File: config.mk
export PLATFORM = sky130hd
export DESIGN_NAME = lsu_writeback
export DESIGN_NICKNAME = d
export VERILOG_FILES = /design/src/rtl/lsu_writeback.sv
export SDC_FILE = /design/constraint.sdc
export NUM_CORES = 1
export LEC_CHECK = 0
export ABC_AREA = 1
export BUFFER_PORTS_ARGS = -buffer_cell sky130_fd_sc_hd__buf_2
export CAP_MARGIN = 20
export CORE_MARGIN = 2
export CORE_UTILIZATION = 40
export CTS_CLUSTER_DIAMETER = 150
export DETAILED_ROUTE_END_ITERATION = 16
export PLACE_DENSITY_LB_ADDON = 0.12
export REMOVE_ABC_BUFFERS = 1
export SETUP_SLACK_MARGIN = 0.15
export SLEW_MARGIN = 25
export SYNTH_ARGS = -nofsm -noshare
export SYNTH_HDL_FRONTEND = slang
export SYNTH_SLANG_ARGS = --single-unit
export TNS_END_PERCENT = 1
File: constraint.sdc
create_clock -name clk -period 1.35 [get_ports clk]
set_input_delay 0.135 -clock clk [delete_from_list [all_inputs] [get_ports clk]]
set_output_delay 0.135 -clock clk [all_outputs]
set_load 0.02 [all_outputs]
File: src/rtl/lsu_writeback.sv
// Load/store unit between the execute datapath and data memory: one access at a time,
// byte-enabled stores, aligned and extended load writeback to the register file.
//
// state  | meaning
// IDLE   | ready for a request
// ACCESS | mem_req held until mem_ack or timeout
// WB     | one-cycle register-file write of load data
module lsu_writeback #(
  parameter int ACK_TIMEOUT = 16
) (
  input  logic        clk,
  input  logic        rst,
  input  logic        req_valid,
  output logic        req_ready,
  input  logic        req_we,
  input  logic [2:0]  req_funct3,
  input  logic [31:0] req_addr,
  input  logic [31:0] req_wdata,
  input  logic [4:0]  req_rd,
  output logic        mem_req,
  output logic        mem_we,
  output logic [31:0] mem_addr,
  output logic [31:0] mem_wdata,
  output logic [3:0]  mem_be,
  input  logic        mem_ack,
  input  logic [31:0] mem_rdata,
  output logic        rf_we,
  output logic [4:0]  rf_ad3,
  output logic [31:0] rf_wd3,
  output logic        busy,
  output logic        err
);

  typedef enum logic [1:0] {IDLE, ACCESS, WB} state_t;

  localparam int CW = (ACK_TIMEOUT > 1) ? $clog2(ACK_TIMEOUT) : 1;
  localparam logic [CW-1:0] TMO_LAST = CW'(ACK_TIMEOUT - 1);

  state_t        state, state_nxt;
  logic [CW-1:0] tmo_cnt;
  logic          we_r;
  logic [2:0]    f3_r;
  logic [1:0]    off_r;
  logic          accept, legal, timeout_hit;
  logic [3:0]    be_nxt;
  logic [31:0]   wdata_nxt;
  logic [31:0]   ld_val;
  logic [7:0]    ld_byte;
  logic [15:0]   ld_half;

  assign req_ready   = (state == IDLE);
  assign busy        = (state != IDLE);
  assign mem_req     = (state == ACCESS);
  assign mem_we      = mem_req & we_r;
  assign rf_we       = (state == WB) && (rf_ad3 != 5'd0);
  assign accept      = req_valid && req_ready;
  assign timeout_hit = (state == ACCESS) && !mem_ack && (tmo_cnt == TMO_LAST);

  always_comb begin
    legal = 1'b0;
    if (req_we) legal = (req_funct3 == 3'b000) || (req_funct3 == 3'b001) || (req_funct3 == 3'b010);
    else        legal = (req_funct3 == 3'b000) || (req_funct3 == 3'b001) || (req_funct3 == 3'b010)
                     || (req_funct3 == 3'b100) || (req_funct3 == 3'b101);
    if (req_funct3[1:0] == 2'b01 && req_addr[0])           legal = 1'b0;
    if (req_funct3[1:0] == 2'b10 && req_addr[1:0] != 2'b00) legal = 1'b0;
  end

  always_comb begin
    be_nxt    = 4'b1111;
    wdata_nxt = req_wdata;
    if (req_we) begin
      case (req_funct3[1:0])
        2'b00: begin
          be_nxt    = 4'b0001 << req_addr[1:0];
          wdata_nxt = {4{req_wdata[7:0]}};
        end
        2'b01: begin
          be_nxt    = req_addr[1] ? 4'b1100 : 4'b0011;
          wdata_nxt = {2{req_wdata[15:0]}};
        end
        default: be_nxt = 4'b1111;
      endcase
    end
  end

  always_comb begin
    ld_byte = mem_rdata[8*off_r +: 8];
    ld_half = off_r[1] ? mem_rdata[31:16] : mem_rdata[15:0];
    case (f3_r)
      3'b000:  ld_val = {{24{ld_byte[7]}}, ld_byte};
      3'b001:  ld_val = {{16{ld_half[15]}}, ld_half};
      3'b100:  ld_val = {24'd0, ld_byte};
      3'b101:  ld_val = {16'd0, ld_half};
      default: ld_val = mem_rdata;
    endcase
  end

  always_ff @(posedge clk) begin
    if (rst) state <= IDLE;
    else     state <= state_nxt;
  end

  always_comb begin
    state_nxt = state;
    case (state)
      IDLE:    if (accept && legal) state_nxt = ACCESS;
      ACCESS: begin
        if (mem_ack)          state_nxt = we_r ? IDLE : WB;
        else if (timeout_hit) state_nxt = IDLE;
      end
      WB:      state_nxt = IDLE;
      default: state_nxt = IDLE;
    endcase
  end

  always_ff @(posedge clk) begin
    if (rst) begin
      err       <= 1'b0;
      tmo_cnt   <= '0;
      we_r      <= 1'b0;
      f3_r      <= 3'b000;
      off_r     <= 2'b00;
      mem_addr  <= 32'd0;
      mem_wdata <= 32'd0;
      mem_be    <= 4'b0000;
      rf_ad3    <= 5'd0;
      rf_wd3    <= 32'd0;
    end else begin
      err <= (accept && !legal) || timeout_hit;
      if (accept && legal) begin
        tmo_cnt   <= '0;
        we_r      <= req_we;
        f3_r      <= req_funct3;
        off_r     <= req_addr[1:0];
        mem_addr  <= {req_addr[31:2], 2'b00};
        mem_wdata <= wdata_nxt;
        mem_be    <= be_nxt;
        rf_ad3    <= req_rd;
      end
      if (state == ACCESS && !mem_ack && !timeout_hit) tmo_cnt <= tmo_cnt + 1'b1;
      // load data is captured on the ack edge so WB drives a registered value
      if (state == ACCESS && mem_ack && !we_r) rf_wd3 <= ld_val;
    end
  end

endmodule

; Word-level counts from Yosys, hierarchy flattened
; Index checks and enable logic that the tools add are counted.
[op_classes]
addsub = 1
n_eq_ne = 14
shifts = 2
n_mux = 17
bitwise = 1
reduce_logical = 29
[op_table]
columns = op, count
row1 = $pmux 32 s4, 1
row2 = $pmux 32 s2, 1
row3 = $mux 32, 1
row4 = $shiftx 32x6->8, 1
row5 = $mux 16, 1
row6 = $mux 4, 4
row7 = $eq 3x3->1 const B, 4
row8 = $logic_and 1x1->1, 11
row9 = $mux 2, 4
row10 = $pmux 4 s2, 1
row11 = $eq 3x1->1 const B, 2
row12 = $logic_not 3->1, 2
row13 = $reduce_bool 2->1, 3
row14 = $logic_or 1x1->1, 5
row15 = $reduce_bool 5->1, 1
row16 = $add 4x1->4 const B, 1
row17 = $eq 2x1->1 const B, 2
row18 = $eq 2x2->1 const B, 2
row19 = $eq 4x4->1 const B, 1
row20 = $logic_not 1->1, 4
row21 = $logic_not 2->1, 2
row22 = $pmux 2 s2, 1
row23 = $shl 1x2->4 const A, 1
row24 = $eq 3x2->1 const B, 1
row25 = 5 further kinds, 7
[totals]
register_bits = 116
input_bits = 109
output_inout_bits = 111
word_cells = 75

; Depth between registers and ports, before layout
[depth]
word_depth = 11
depth_mapped = 11
depth_no_buf = 9

; Worst setup path before layout
; No wires, ideal clock.
[synth_path]
path_kind = register to register
from = register state[1]
to = register mem_wdata[14]
setup_time_ns = 0.112
arrival_time_ns = 1.419
required_ns = 1.238
setup_slack_ns = -0.180
stages_incl_launch_ff = 9
path_buffers = 2
period_less_slack_ns = 1.530
cell_sequence = dfxtp_1 nor2_2 inv_2 nor2_4 nand3_4 buf_6 buf_2 nor2_1 nor2_1
[synth_between]
elab_chain_len = 3
[synth_lines]
columns = element, line
row1 = "start, declared", 39  ; state_t state, state_nxt;
row2 = "start signal, assigned", 100  ; else state <= state_nxt;
row3 = $logic_not 2->1, 51  ; assign req_ready = (state == IDLE);
row4 = net req_ready, 14  ; output logic req_ready,
row5 = $logic_and 1x1->1, 56  ; assign accept = req_valid && req_ready;
row6 = $logic_and 1x1->1, 130  ; if (accept && legal) begin
row7 = "end signal, assigned", 136  ; mem_wdata <= wdata_nxt;
row8 = "end, declared", 23  ; output logic [31:0] mem_wdata,
; The timed path passes the listed nets, and every way through them passes these cells.
; A chain may end at the register's enable or synchronous reset.

; Final worst setup path
[layout_path]
from = register state[0]
to = register mem_wdata[14]
[layout_between]
elab_chain_len = 3
[layout_lines]
columns = element, line
row1 = $logic_not 2->1, 51
row2 = $logic_and 1x1->1, 56
row3 = $logic_and 1x1->1, 130
; Every way passes these cells.

==> summary.txt <==
Worst setup path
  • Cell Chain, Critical Path: nor2_4 -> inv_2 -> nor2_4 -> nand3_4 -> buf_12 -> clkbuf_16 -> nor2_1 -> nor2_1
  • Largest stage delay on the critical path: 0.34 ns
  • Arrival time of the worst setup path: around 1.7 ns
  • Crit path max-delay cell type: dfxtp_2
  • Total stage count of the critical path: 8
  • Cells on worst reg2reg path: 8
  • Type of element capturing the critical path: register
  • Setup CP Type: register to register
  • CP top delay family: simple AND/OR/NAND/NOR gates
  • Setup crit start kind: register
  • Critical path peak fanout: 15
  • Data required time at the worst endpoint: 1.66 ns
  • Number of buffer and inverter stages on the critical path: 3

Global route
  • Global-route usage over all layers: 0.243
  • GRT Max-Usage Layer: met2
  • Number of global-route vias before repair: between 5000 and 6000
  • GR met3 Demand/Resource: 0.0581
  • Met1 Resource Use GR: 0.331
  • Wire length of the first global-routing pass: between 20000 and 30000 um
  • Met2 GRT Util: 0.378
  • Number of antenna violations at the first check in global routing: 0
  • Overflow left after global routing: 0
  • Pin count of the biggest net entering global routing: 52

Clock tree
  • Maximum number of buffers from clock root to sink: 2
  • Register clock-pin slew on the reported worst setup and hold paths: roughly 0.060 ns
  • CTS H-Tree Depth: 4
  • Number of CTS-inserted buffers: 17
  • CTS Root Cell: clkbuf_16
  • CTS sink cnt: approximately 120
  • Worst-skew pair later-pin latency: 0.41 ns
  • TritonCTS clock tree: yes

Synthesis
  • Most instantiated library cell after synthesis: nand2_1
  • Top cells by instance count after synthesis: 270 x nand2_1, 116 x dfxtp_1, 113 x nor2_1, 96 x a21oi_1, 60 x inv_1
  • Area share of the largest cell type after synthesis: 0.410
  • Cell area after technology mapping: approximately 5700 um2
  • Number of unique standard cell types used by synthesis: 27
  • Post-synth EDFFs: 0
  • FF+latch count, synth: 116
  • Post-synthesis async set-or-reset flop share: 0
  • Main flop type after synthesis: dfxtp_1
  • Post-synthesis instance total: a little under 900
  • Most area-hungry cell type in the Yosys netlist: dfxtp_1
  • Total number of yosys warnings: 0
  • Dominant cells by area after synthesis: dfxtp_1 41%, nand2_1 18%, a21oi_1 8.5%, nor2_1 7.5%, nand4_1 5.9%
  • Mean area per synthesized cell: around 6.5 um2
  • Sequential element share of the synthesized area: 0.410

Cells and area
  • Core occupancy in the finished layout: 0.602
  • Final cell count without fillers: around 1300
  • Count of fill cells added during filler insertion: around 1300
  • Ratio of cells with drive above 1 in the final layout: 0.286
  • Diode count: 0
  • Area Overhead vs Synth: 47.1%
  • Number of nets in the layout: 1243
  • Final instance area: around 8300 um2

Power
  • Share of power burned in combinational logic: 0.190
  • Leak pwr: approximately 4.2 nW
  • Switching share of total power: 0.285
  • P_int: a little over 7 mW
  • Relative contribution of the clock network to total power: 0.446
  • Relative contribution of sequential cells to total power: 0.364
  • Power per standard cell area: roughly 1200 nW/um2
  • Switching Power: between 2 and 3 mW
  • Worst ir drop on vdd: 778 uV
  • Total chip power: a little over 10 mW

Flow run
  • # Max-Cap Violations: 0

Die
  • Core area: about 14000 um2
  • Die Height: 123 um
  • Die width: between 100 and 150 um
  • Total die area: 15100 um2
  • Initial core utilization: 0.409
  • Number of top-level pins: between 200 and 250
  • Placement Rows: 43

STA
  • Share of the clock period used by the worst path after layout: 1.06
  • Worst Skew: 0.00654 ns
  • Unrepaired setup endpoints after global routing: true
  • Max frequency: approximately 0.7 GHz
  • Post-Route Hold Slack: 0.0260 ns
  • Final setup fails: 83
  • Fin crit period: ~1.4 ns
  • Post-route worst setup slack: -0.0755 ns
  • Final Hold Violating Endpoints: 0
  • Slew Limit Fails: 0
  • Total Negative Setup Slacks: -4.47 ns

Place
  • Dpl hpwl: ~12000 um
  • Post-detailed-placement cell area: 7100 um2
  • Placed cell count: 1247
  • Number of port buffers: about 220
  • Minimum setup slack after placement: -0.0268 ns
  • Final Wtd Congestion: roughly 0.85

Routing
  • Number of DRC markers in iteration 0: 408
  • Final routed wire length divided by cell count: 14.7 um
  • Detailed-routing iteration count for the pre-antenna-repair pass: 5
  • Mean number of vias per cell: approximately 4.9
  • Antenna viol nets, final: 0
  • Total wire length after detailed routing: 19500 um
  • # DRC: 0
  • Total number of vias: roughly 6500

Status
  • Failing checks: setup timing
  • Status: complete, but fails checks

Min path
  • Worst Hold Depth: 3
  • Path type of the worst min-delay path: input port to register
==> layer usage <==
| metal | vias to the layer above | part of all wire |
|---|---|---|
| li1 | 3326 | - |
| met1 | 2908 | 0.46 |
| met2 | 204 | 0.47 |
| met3 | 17 | 0.063 |
| met4 | 0 | 0.011 |
| met5 | - | 0 |
==> power groups by stage <==
stage	logic, mW	registers (mW)	clock network [mW]
after floorplan	0.695	3.97	0
after global placement	1.69	3.76	0
after detailed placement	1.69	3.76	0
after CTS	1.78	3.69	4.60
after global routing	2.12	3.72	4.76
final	1.93	3.70	4.53
==> area by class of cell <==
cell class	instances	area, um2	area share
Clock buffer	18	429	0.0516
Multi-Input combinational cell	628	2820	0.339
Sequential cell	116	2330	0.280
Timing Repair Buffer	305	2110	0.254
Tap cell	180	225	0.0271
Clock inverter	14	163	0.0195
Inverter	65	245	0.0295
==> state kept, by name, summed over array words and instances (netlist names), 2 cells and up <==
name / cells
off_r: 2
state: 2
mem_be: 4
rf_wd3: 32
f3_r: 3
rf_ad3: 5
mem_addr: 30
tmo_cnt: 4
mem_wdata: 32
==> cells in the final DEF (no fill, tap or decap), types with 6 or more instances in the layout <==
| cell type | n |
|---|---|
| a21oi_1 | 94 |
| buf_12 | 11 |
| buf_2 | 214 |
| buf_4 | 33 |
| clkbuf_16 | 23 |
| clkinv_2 | 6 |
| dfxtp_1 | 112 |
| dlygate4sd3_1 | 35 |
| inv_1 | 60 |
| nand2_1 | 268 |
| nand3_1 | 39 |
| nand4_1 | 53 |
| nor2_1 | 111 |
| o21ai_0 | 25 |
| o21ai_1 | 11 |
==> worst reg2reg max path, cell delays in order, from the launching register on <==
cell	delay (ns)
dfxtp_2	0.34
nor2_4	0.13
inv_2	0.06
nor2_4	0.20
nand3_4	0.10
buf_12	0.17
clkbuf_16	0.18
nor2_1	0.11
nor2_1	0.05
==> path summary, 6_finish.rpt <==
kind | start | end | slack, ns
worst max-delay path | state[0]$_SDFFE_PP0P_ | mem_wdata[14]$_SDFFE_PP0P_ | -0.08
worst min-delay path | req_rd[4] | rf_ad3[4]$_SDFFE_PP0P_ | 0.03
worst max register to register | state[0]$_SDFFE_PP0P_ | mem_wdata[14]$_SDFFE_PP0P_ | -0.08
worst min register to register | mem_addr[5]$_SDFFE_PP0P_ | mem_addr[5]$_SDFFE_PP0P_ | 0.46
==> logic make-up after synthesis <==
kind of cell    count (synthesis)  synth area share
compound gates                137             0.124
xor+xnor                        1           0.00155
fa+ha+maj                       1           0.00221
buf+inv                       128            0.0980
flops                         116             0.410
other cells                     1          0.000663
simple gates                  487             0.364
==> repair_timing <==
action,4_1_cts,5_1_grt
cloned,0,8
resized for setup,11,13
endpoints found under the setup margin,120,120
hold buffers,35,0
buffers inserted,0,4
pin swaps,2,10
hold endpoints to repair,35,0
Power figures use the tool's default switching activity.
